<file path="src/rtl/pipelined_control_unit.sv">
// Pipelined control unit: decodes the ID instruction, detects load-use
// hazards, and registers control into the ID/EX stage with a valid bit.
module pipelined_control_unit #(
  parameter int REG_ADDR_W = 5,
  parameter int ALU_CTRL_W = 4,
  parameter int EXT_ALU    = 1,
  parameter int CNT_W      = 16
) (
  input  logic                  clk,
  input  logic                  rst,
  input  logic                  id_valid,
  input  logic [2:0]            id_op,
  input  logic [2:0]            id_func3,
  input  logic [10:0]           id_func11,
  input  logic [REG_ADDR_W-1:0] id_rd,
  input  logic [REG_ADDR_W-1:0] id_rs1,
  input  logic [REG_ADDR_W-1:0] id_rs2,
  input  logic                  ex_flush,
  input  logic                  ex_hold,
  output logic                  id_stall,
  output logic                  id_illegal,
  output logic                  ex_valid,
  output logic                  ex_reg_write,
  output logic                  ex_mem_write,
  output logic                  ex_jump,
  output logic                  ex_jump_cond,
  output logic                  ex_alu_src,
  output logic [2:0]            ex_jump_cond_type,
  output logic [ALU_CTRL_W-1:0] ex_alu_control,
  output logic [3:0]            ex_imm_src,
  output logic [1:0]            ex_result_src,
  output logic [REG_ADDR_W-1:0] ex_rd,
  output logic [CNT_W-1:0]      stall_count,
  output logic [CNT_W-1:0]      flush_count
);

  typedef enum logic [2:0] {
    OP_A = 3'b000, OP_B = 3'b001, OP_C = 3'b010, OP_D = 3'b011,
    OP_E = 3'b100, OP_F = 3'b101, OP_G = 3'b110, OP_H = 3'b111
  } op_e;

  typedef struct packed {
    logic                  valid;
    logic                  reg_write;
    logic                  mem_write;
    logic                  jump;
    logic                  jump_cond;
    logic                  alu_src;
    logic [2:0]            jump_cond_type;
    logic [ALU_CTRL_W-1:0] alu_control;
    logic [3:0]            imm_src;
    logic [1:0]            result_src;
    logic [REG_ADDR_W-1:0] rd;
  } ctrl_t;

  ctrl_t           dec;
  ctrl_t           ctrl_d, ctrl_q;
  logic            illegal, use_rs1, use_rs2, hazard;
  logic [CNT_W-1:0] stall_count_d, stall_count_q;
  logic [CNT_W-1:0] flush_count_d, flush_count_q;
  op_e             op;

  // Instruction decode, illegal detection and source-register usage
  always_comb begin
    dec                = '0;
    illegal            = 1'b0;
    use_rs1            = 1'b0;
    use_rs2            = 1'b0;
    op                 = op_e'(id_op);
    dec.rd             = id_rd;
    dec.jump_cond_type = id_func3;
    case (op)
      OP_A: begin
        dec.reg_write           = 1'b1;
        dec.alu_control[3:0]    = {id_func11[0] & (EXT_ALU != 0), id_func3};
        use_rs1                 = 1'b1;
        use_rs2                 = 1'b1;
        illegal = (id_func11[10:1] != '0) || (id_func11[0] && (EXT_ALU == 0));
      end
      OP_B: begin
        dec.reg_write        = 1'b1;
        dec.alu_src          = 1'b1;
        dec.alu_control[2:0] = id_func3;
        dec.imm_src          = id_func3[2] ? 4'b0010 : 4'b0000;
        use_rs1              = 1'b1;
        illegal              = (id_func11 != '0);
      end
      OP_C: begin
        dec.mem_write = 1'b1;
        dec.imm_src   = 4'b0100;
        use_rs1       = 1'b1;
        use_rs2       = 1'b1;
        illegal       = (id_func11 != '0);
      end
      OP_D: begin
        dec.reg_write = 1'b1;
        case (id_func3)
          3'b000: begin dec.imm_src = 4'b1100; dec.result_src = 2'b11; end
          3'b001: begin dec.imm_src = 4'b1110; dec.result_src = 2'b11; end
          3'b010: begin dec.imm_src = 4'b1100; dec.result_src = 2'b10; dec.jump = 1'b1; end
          default: illegal = 1'b1;
        endcase
      end
      OP_F: begin
        dec.reg_write  = 1'b1;
        dec.alu_src    = 1'b1;
        dec.jump       = 1'b1;
        dec.result_src = (id_func3 == 3'b000) ? 2'b01 : 2'b10;
        use_rs1        = 1'b1;
        illegal        = (id_func3 != 3'b000) && (id_func3 != 3'b010);
      end
      OP_G: begin
        dec.jump_cond   = 1'b1;
        dec.alu_control = ALU_CTRL_W'(1);
        dec.imm_src     = 4'b1100;
        use_rs1         = 1'b1;
        use_rs2         = 1'b1;
        illegal         = (id_func11 != '0);
      end
      default: illegal = 1'b1;
    endcase
  end

  assign hazard = ctrl_q.valid && (ctrl_q.result_src == 2'b01) && (ctrl_q.rd != '0) &&
                  id_valid && ((use_rs1 && (id_rs1 == ctrl_q.rd)) ||
                               (use_rs2 && (id_rs2 == ctrl_q.rd)));

  assign id_stall   = (hazard & ~ex_flush & ~ex_hold) | (ex_hold & ~ex_flush);
  assign id_illegal = id_valid & illegal;

  // ID/EX next state: flush beats hold beats hazard beats normal load
  always_comb begin
    ctrl_d        = ctrl_q;
    stall_count_d = stall_count_q;
    flush_count_d = flush_count_q;
    if (ex_flush) begin
      ctrl_d = '0;
      if (flush_count_q != '1) flush_count_d = flush_count_q + CNT_W'(1);
    end else if (ex_hold) begin
      ctrl_d = ctrl_q;
    end else if (hazard) begin
      ctrl_d = '0;
      if (stall_count_q != '1) stall_count_d = stall_count_q + CNT_W'(1);
    end else if (id_valid && !illegal) begin
      ctrl_d       = dec;
      ctrl_d.valid = 1'b1;
    end else begin
      ctrl_d = '0;
    end
  end

  // ID/EX register and performance counters
  always_ff @(posedge clk or posedge rst) begin
    if (rst) begin
      ctrl_q        <= '0;
      stall_count_q <= '0;
      flush_count_q <= '0;
    end else begin
      ctrl_q        <= ctrl_d;
      stall_count_q <= stall_count_d;
      flush_count_q <= flush_count_d;
    end
  end

  assign ex_valid          = ctrl_q.valid;
  assign ex_reg_write      = ctrl_q.reg_write;
  assign ex_mem_write      = ctrl_q.mem_write;
  assign ex_jump           = ctrl_q.jump;
  assign ex_jump_cond      = ctrl_q.jump_cond;
  assign ex_alu_src        = ctrl_q.alu_src;
  assign ex_jump_cond_type = ctrl_q.jump_cond_type;
  assign ex_alu_control    = ctrl_q.alu_control;
  assign ex_imm_src        = ctrl_q.imm_src;
  assign ex_result_src     = ctrl_q.result_src;
  assign ex_rd             = ctrl_q.rd;
  assign stall_count       = stall_count_q;
  assign flush_count       = flush_count_q;

endmodule

</file>
<file path="config.mk">
export PLATFORM = sky130hd
export DESIGN_NAME = pipelined_control_unit
export DESIGN_NICKNAME = d
export VERILOG_FILES = /design/src/rtl/pipelined_control_unit.sv
export SDC_FILE = /design/constraint.sdc
export NUM_CORES = 1
export LEC_CHECK = 0
export ABC_AREA = 1
export CAP_MARGIN = 20
export CORE_UTILIZATION = 29
export DETAILED_ROUTE_END_ITERATION = 10
export PLACE_DENSITY = 0.55
export RECOVER_POWER = 100
export SYNTH_ARGS = -nofsm -noshare
export SYNTH_HDL_FRONTEND = slang
export SYNTH_SLANG_ARGS = --single-unit
</file>
<file path="constraint.sdc">
create_clock -name clk -period 4.5 [get_ports clk]
set_input_delay 0.9 -clock clk [delete_from_list [all_inputs] [get_ports clk]]
set_output_delay 0.9 -clock clk [all_outputs]
set_load 0.02 [all_outputs]
</file>
==> out/summary.txt <==
Clock Path Buffers - 2
Post-DP HPWL - 6960 um
Initial Utilization - 29.7%
H-tree levels - 2
Clk_skew - 0.00502 ns
RSZ-0062 raised after global routing - no
CTS Buf Count - 5
Pwr dens - 277 mW/mm^2
Top cell type by total area after synthesis - dfrtp_1
Crit path from - id_op[0]
Vias in the first global route - 3087
Final Critical Period - 4.14 ns
Tot Pwr - 1.25 mW
DIE WIDTH - 110 um
DRC violation count after routing - 0
Cts repair resizes - 0
Final Cycle Share - 92.0%
Nets - 592
Placed inst area - 0.00445 mm^2
Diode count - 0
# setup viols final - 0
Violated checks - max-capacitance violations, max-slew violations
Post-CTS setup repair buffer count - 0
WP data arrival - 3.24 ns
Pleak - 2.22 nW
Global Route Usage Sum - 16.0%
Final Hold Viols - 0
VDD IR max - 0.250 mV
Slew margin rel. - -1.45%
Hold crit path type - register to register
Largest net degree at the start of global routing - 47
Core area - 0.0114 mm^2
Fraction of layout cells with a size suffix above 1 - 4.33%
Clk_lat worst skew - 0.29 ns
Peak Freq - 242 MHz
First-pass GRT wire length - 15100 um
Row cnt - 39
Worst reg2reg startpoint - flush_count[0]
Vias per Instance - 4.60
CP Max Fanout - 11
Die H - 110 um
Clock Sink Count - 55
Area contributors post-synth - dfrtp_1, nand2_1, nor2_1
Layout area overhead - 34.0%
DRT antenna net count - 0
Post-route design area - 0.00453 mm^2
Routability cong. - 0.897
Outcome - complete, but fails checks
Setup TNS Final - 0 ns
DRT iter0 DRCs - 199
Clock root cell - clkbuf_16
Worst setup SP type - input pin
Crit Path Class - input pin to output pin
Die ar. - 0.0121 mm^2
Post-synth top area share - 40.7%
Hold_buf cts - 0
DR WL/cell - 13.0 um
Slew @ Worst Pin - 1.52 ns
Most frequent cells in the layout - nand2_1, dlygate4sd3_1, nor2_1, dfrtp_1, inv_1
TritonRoute pass-1 iters - 4
Via count - 3209
Max Cap Violations - 1
Hold path start - ex_mem_write
WL final - 9070 um
# IOs - 95
Initial antenna violation count - 0
CTS clk-pin slew, worst paths - 0.07 ns
Distinct cells, synth - 34
Ys Warns - 0
Sequential area share after synthesis - 40.7%
Post-Synthesis Cells - 459
Commonest non-fill, non-tap cell in the layout - nand2_1
Syn Nets - 498
Port buffer count - 93
WP data required - 3.60 ns
Max-slew violations - 28
Syn_area_per_cell - 7.36 um^2
FF+latch count, synth - 55
Global route overflow - 0
Crit. End Element - output pin
Mapped Area - 0.00338 mm^2
CTS tree - done
==> cell type report <==
| cell class | instances | area [um^2] |
|---|---|---|
| flip-flops and latches | 55 | 1380 |
| fillers | 1210 | 6840 |
| repair buffers | 97 | 953 |
| well taps | 143 | 179 |
| inverters | 48 | 180 |
| multi-input cells | 346 | 1700 |
| clock inverters | 1 | 5.00 |
| clock buffers | 7 | 133 |
==> synth_stat cells <==
cell type  number
inv_1          43
nand3_1        25
nor2_4          1
nand3b_1        2
o31ai_1         1
xnor2_1         9
dfrtp_1        55
a32oi_1         1
nor3_1          8
buf_2           5
nor2_1         56
buf_6           2
nand2_2         3
ha_1            2
nor2_2          4
nand4_1        21
clkbuf_1        1
nand2_1       149
nand3_2         2
o21ai_0         6
inv_2           5
o21ai_2         9
o21ai_1        17
nor2_8          1
nand4_4         1
a21oi_1         3
xor2_1         20
nand3_4         1
conb_1          1
a21oi_4         1
a41oi_1         1
nand2_4         1
buf_4           1
buf_1           1
==> path summary, 6_finish.rpt <==
kind	end	slack [ns]	cells after the start
max in group asynchronous	ex_jump_cond_type[0]	1.45	3
worst max-delay path	id_stall	0.36	11
worst min-delay path	ex_mem_write	0.49	2
min in group asynchronous	stall_count[7]	1.19	2
worst min register to register	ex_mem_write	0.49	2
worst max register to register	flush_count[10]	2.22	10
==> report_power, final <==
group | internal, mW | switching (mW) | total, mW
combinational | 0.126 | 0.167 | 0.294
sequential | 0.531 | 0.0492 | 0.581
clock | 0.206 | 0.174 | 0.380
==> stage by stage <==
step | setup WS (ns) | util [%] | hold WS [ns] | std cells
final | 0.362 | 39.8 | 0.488 | 697
after global routing | 0.181 | 39.8 | 0.507 | 697
after CTS | 0.419 | 40.3 | 0.492 | 696
after detailed placement | 0.422 | 39.1 | 0.475 | 688
after global placement | 0.482 | 39.1 | 0.473 | 688
after floorplan | 1.57 | - | 0.591 | 459
==> worst max-delay path: stages <==
cell	delay, ns
dlygate4sd3_1	0.63
nand2_1	0.12
inv_1	0.04
nor2_1	0.09
nand2_1	0.05
nor2_1	0.08
nand2_1	0.11
nand2_1	0.11
nand2_2	0.15
a21oi_1	0.24
dlygate4sd3_1	0.71
==> routing by layer <==
layer | vias to the layer above | routed length, um | track usage, %
met5 | - | 0 | 0
met4 | 0 | 102 | 4.48
met3 | 8 | 476 | 3.08
met2 | 93 | 4230 | 26.2
met1 | 1460 | 4260 | 21.5
li1 | 1648 | - | -
==> registers in the layout, indices dropped and copies added, names as in the netlist, 2 cells and up <==
name,flops
flush_count,16
ex_rd,5
ex_imm_src,3
ex_result_src,2
ex_alu_control,4
stall_count,16
ex_jump_cond_type,3
==> kinds of logic (layout without fill, tap and decap cells) <==
family	after synthesis	count (layout)	share of synthesized area, %
simple gates	275	275	36.3
xor+xnor	29	29	7.52
flops	55	55	40.7
buf+inv	58	153	7.18
fa+ha+maj	2	2	0.741
other cells	1	1	0.111
compound gates	39	39	7.41
(Power assumes the default switching activity.)
==> variant, RTL diff (config.mk and constraints unchanged) <==
Change the parameter `ALU_CTRL_W` from 4 to 6.
--- a/src/rtl/pipelined_control_unit.sv
+++ b/src/rtl/pipelined_control_unit.sv
@@ -4,3 +4,3 @@
   parameter int REG_ADDR_W = 5,
-  parameter int ALU_CTRL_W = 4,
+  parameter int ALU_CTRL_W = 6,
   parameter int EXT_ALU    = 1,
Ports: changed (resized ex_alu_control); port bits go from 95 to 97. No check against the original RTL was run, so the function may have changed too.
==> variant against the original RTL <==
  * Clock power increased by 14%
  * Power about the same
  * Routed wire length decreased by 12%
  * Sequential cell count unchanged
  * Count of clock-buffer cells in the layout decreased by 2
  * Sequential share of layout area increased by 0.92 points
  * Combinational power decreased by 15%
  * Area after synthesis decreased by 0.93%
  * Design area decreased by 2.9%
  * Worst setup slack improved by 17 ps
  * Die area decreased by 0.91%
  * Register-to-register slack got worse by 120 ps
  * Worst hold slack got worse by 12 ps
  * Non-clock buffer count decreased by 2
==> variant: results (changes against the original RTL) <==
stage;metric;value;unit;change
clocking;htree depth;2;;unchanged
synth;most frequent cell after synthesis;nand2_1;;unchanged
power;Peak VDD IR;161;uV;was 250 uV
critical_path;worst-path fanout max;7;;was 11
placement;post-place setup slack;611;ps;was 422 ps
critical_path;CP delay by family, top;buffers and inverters;;unchanged
power;leak pwr;2.11;nW;was 2.22 nW
drt;vias per inst;4.44;;was 4.60
synth;Syn. warnings;0;;unchanged
placement;Final GP Congestion;0.884;;was 0.897
placement;HPWL after DPL;6230;um;was 6960 um
synth;synth top area cells;dfrtp_1 (41%), nand2_1 (12%), o21ai_2 (7.9%), xor2_1 (5.2%), inv_1 (5.2%);;was dfrtp_1 (41%), nand2_1 (17%), nor2_1 (6.2%), xor2_1 (5.2%), inv_1 (4.8%)
final_layout;share of post-route cells with drive strength above 1;0.0647;;was 0.0433
drt;Starting DRT DRC Count;84;;was 199
global_routing;first-pass GRT wire length;13000;um;was 15100 um
timing;Tightest Pin Transition;1450;ps;was 1520 ps
global_routing;largest net degree at the start of global routing;31;;was 47
drt;final wirelength;8010;um;was 9070 um
critical_path;CP max stage cell;dlygate4sd3_1;;unchanged
global_routing;GRT Util Overall;0.139;;was 0.160
synth;Gate Count Post-Synth;416;;was 459
synth;Synth cell types;37;;was 34
clocking;total CTS buffers;5;;unchanged
global_routing;initial antenna violation count;0;;unchanged
clocking;CTS root buf;clkbuf_16;;unchanged
synth;Async SR Flop Fraction;1.00;;unchanged
critical_path;critical path data arrival time;3220;ps;was 3240 ps
final_layout;# fillers;1202;;was 1210
worst_hold_path;Worst Hold Class;flip-flop to flip-flop;;unchanged
critical_path;Max stage delay on crit path;670;ps;was 710 ps
clocking;post-CTS setup buffers;0;;unchanged
final_layout;non-filler cells, final;650;;was 697
synth;Post-synth top cells;nand2_1 (106), dfrtp_1 (55), inv_1 (46), nor2_1 (46), o21ai_2 (30);;was nand2_1 (149), nor2_1 (56), dfrtp_1 (55)
outcome;status;finished, final reports clean;;was complete, but fails checks
placement;Port-buffer cells;93;;unchanged
synth;register area share after synthesis;0.411;;was 0.407
placement;placed cell count;643;;was 688
drt;Pre-antenna DRT Iters;4;;unchanged
clocking;Clock transition at path regs;70;ps;about the same
clocking;Skew-Pair Late Insertion Delay;290;ps;about the same
final_layout;Final nets;549;;was 592
global_routing;vias in the first global route;2818;;was 3087
clocking;Max Buffers Root-to-Sink;2;;unchanged
final_layout;# diodes;0;;unchanged
clocking;# resized after CTS;0;;unchanged
timing;skew final;4.96;ps;was 5.02 ps
==> variant: cell types whose count changed after synthesis, sizes merged, moves of 2 or more <==
cell,before,now
nor2,62,50
nand3,28,19
inv,48,51
nand2,153,121
nand4,22,10
nand3b,2,0
xnor2,9,16
o21ai,32,42
==> variant: power breakdown <==
group	switching (W)	internal, W	total [W]
clock network	0.000175	0.000260	0.000435
logic	0.000135	0.000115	0.000250
registers	0.0000456	0.000525	0.000571
==> variant: area by class of cell <==
type                            count  area [um2]  share of cell area
Tap cell                          140         175              0.0399
Clock buffer                        5         125              0.0285
Timing Repair Buffer               95         942               0.214
Multi-Input combinational cell    301        1540               0.351
Clock inverter                      2        37.5             0.00854
Inverter                           52         196              0.0447
Sequential cell                    55        1380               0.313
==> variant: path summary, 6_finish.rpt <==
path / depth (start not counted) / endpoint / startpoint / slack (ps)
worst max-delay path: 9 / id_illegal / id_op[2] / 380
worst min-delay path: 2 / ex_alu_control[1] / ex_alu_control[1] / 480
worst max register to register: 9 / stall_count[5] / stall_count[0] / 2100
worst min register to register: 2 / ex_alu_control[1] / ex_alu_control[1] / 480
max in group asynchronous: 3 / ex_alu_control[1] / rst / 1180
min in group asynchronous: 2 / flush_count[8] / rst / 1380
==> variant: logic make-up after synthesis <==
family,share of synthesized area
AND/OR/NAND/NOR,0.290
buffers and inverters,0.0878
flip-flops,0.411
AO/OA/AOI/OAI,0.108
XOR/XNOR,0.0942
adder cells (fa/ha/maj),0.00748
other,0.00112
==> variant: worst register-to-register path: cells and delay by family (launching register included) <==
family                   cells  cell delay (ps)
AO/OA/AOI/OAI                1              210
adder cells (fa/ha/maj)      1              250
buffers and inverters        1               50
flip-flops                   1              430
AND/OR/NAND/NOR              6             1290
==> variant: stage by stage <==
stage	power, W	util	instance area (um2)
final	0.00126	0.398	4400
after global routing	0.00132	0.398	4400
after CTS	0.00130	0.412	4540
after detailed placement	0.000853	0.397	4380
after global placement	0.000849	0.397	4380
after floorplan	0.000721	-	3350
==> variant: routing by layer <==
layer | global-route usage | vias up | routed length, um
li1 | - | 1494 | -
met1 | 0.177 | 1300 | 3750
met2 | 0.234 | 80 | 3710
met3 | 0.0338 | 10 | 452
met4 | 0.0362 | 0 | 107
met5 | 0 | - | 0
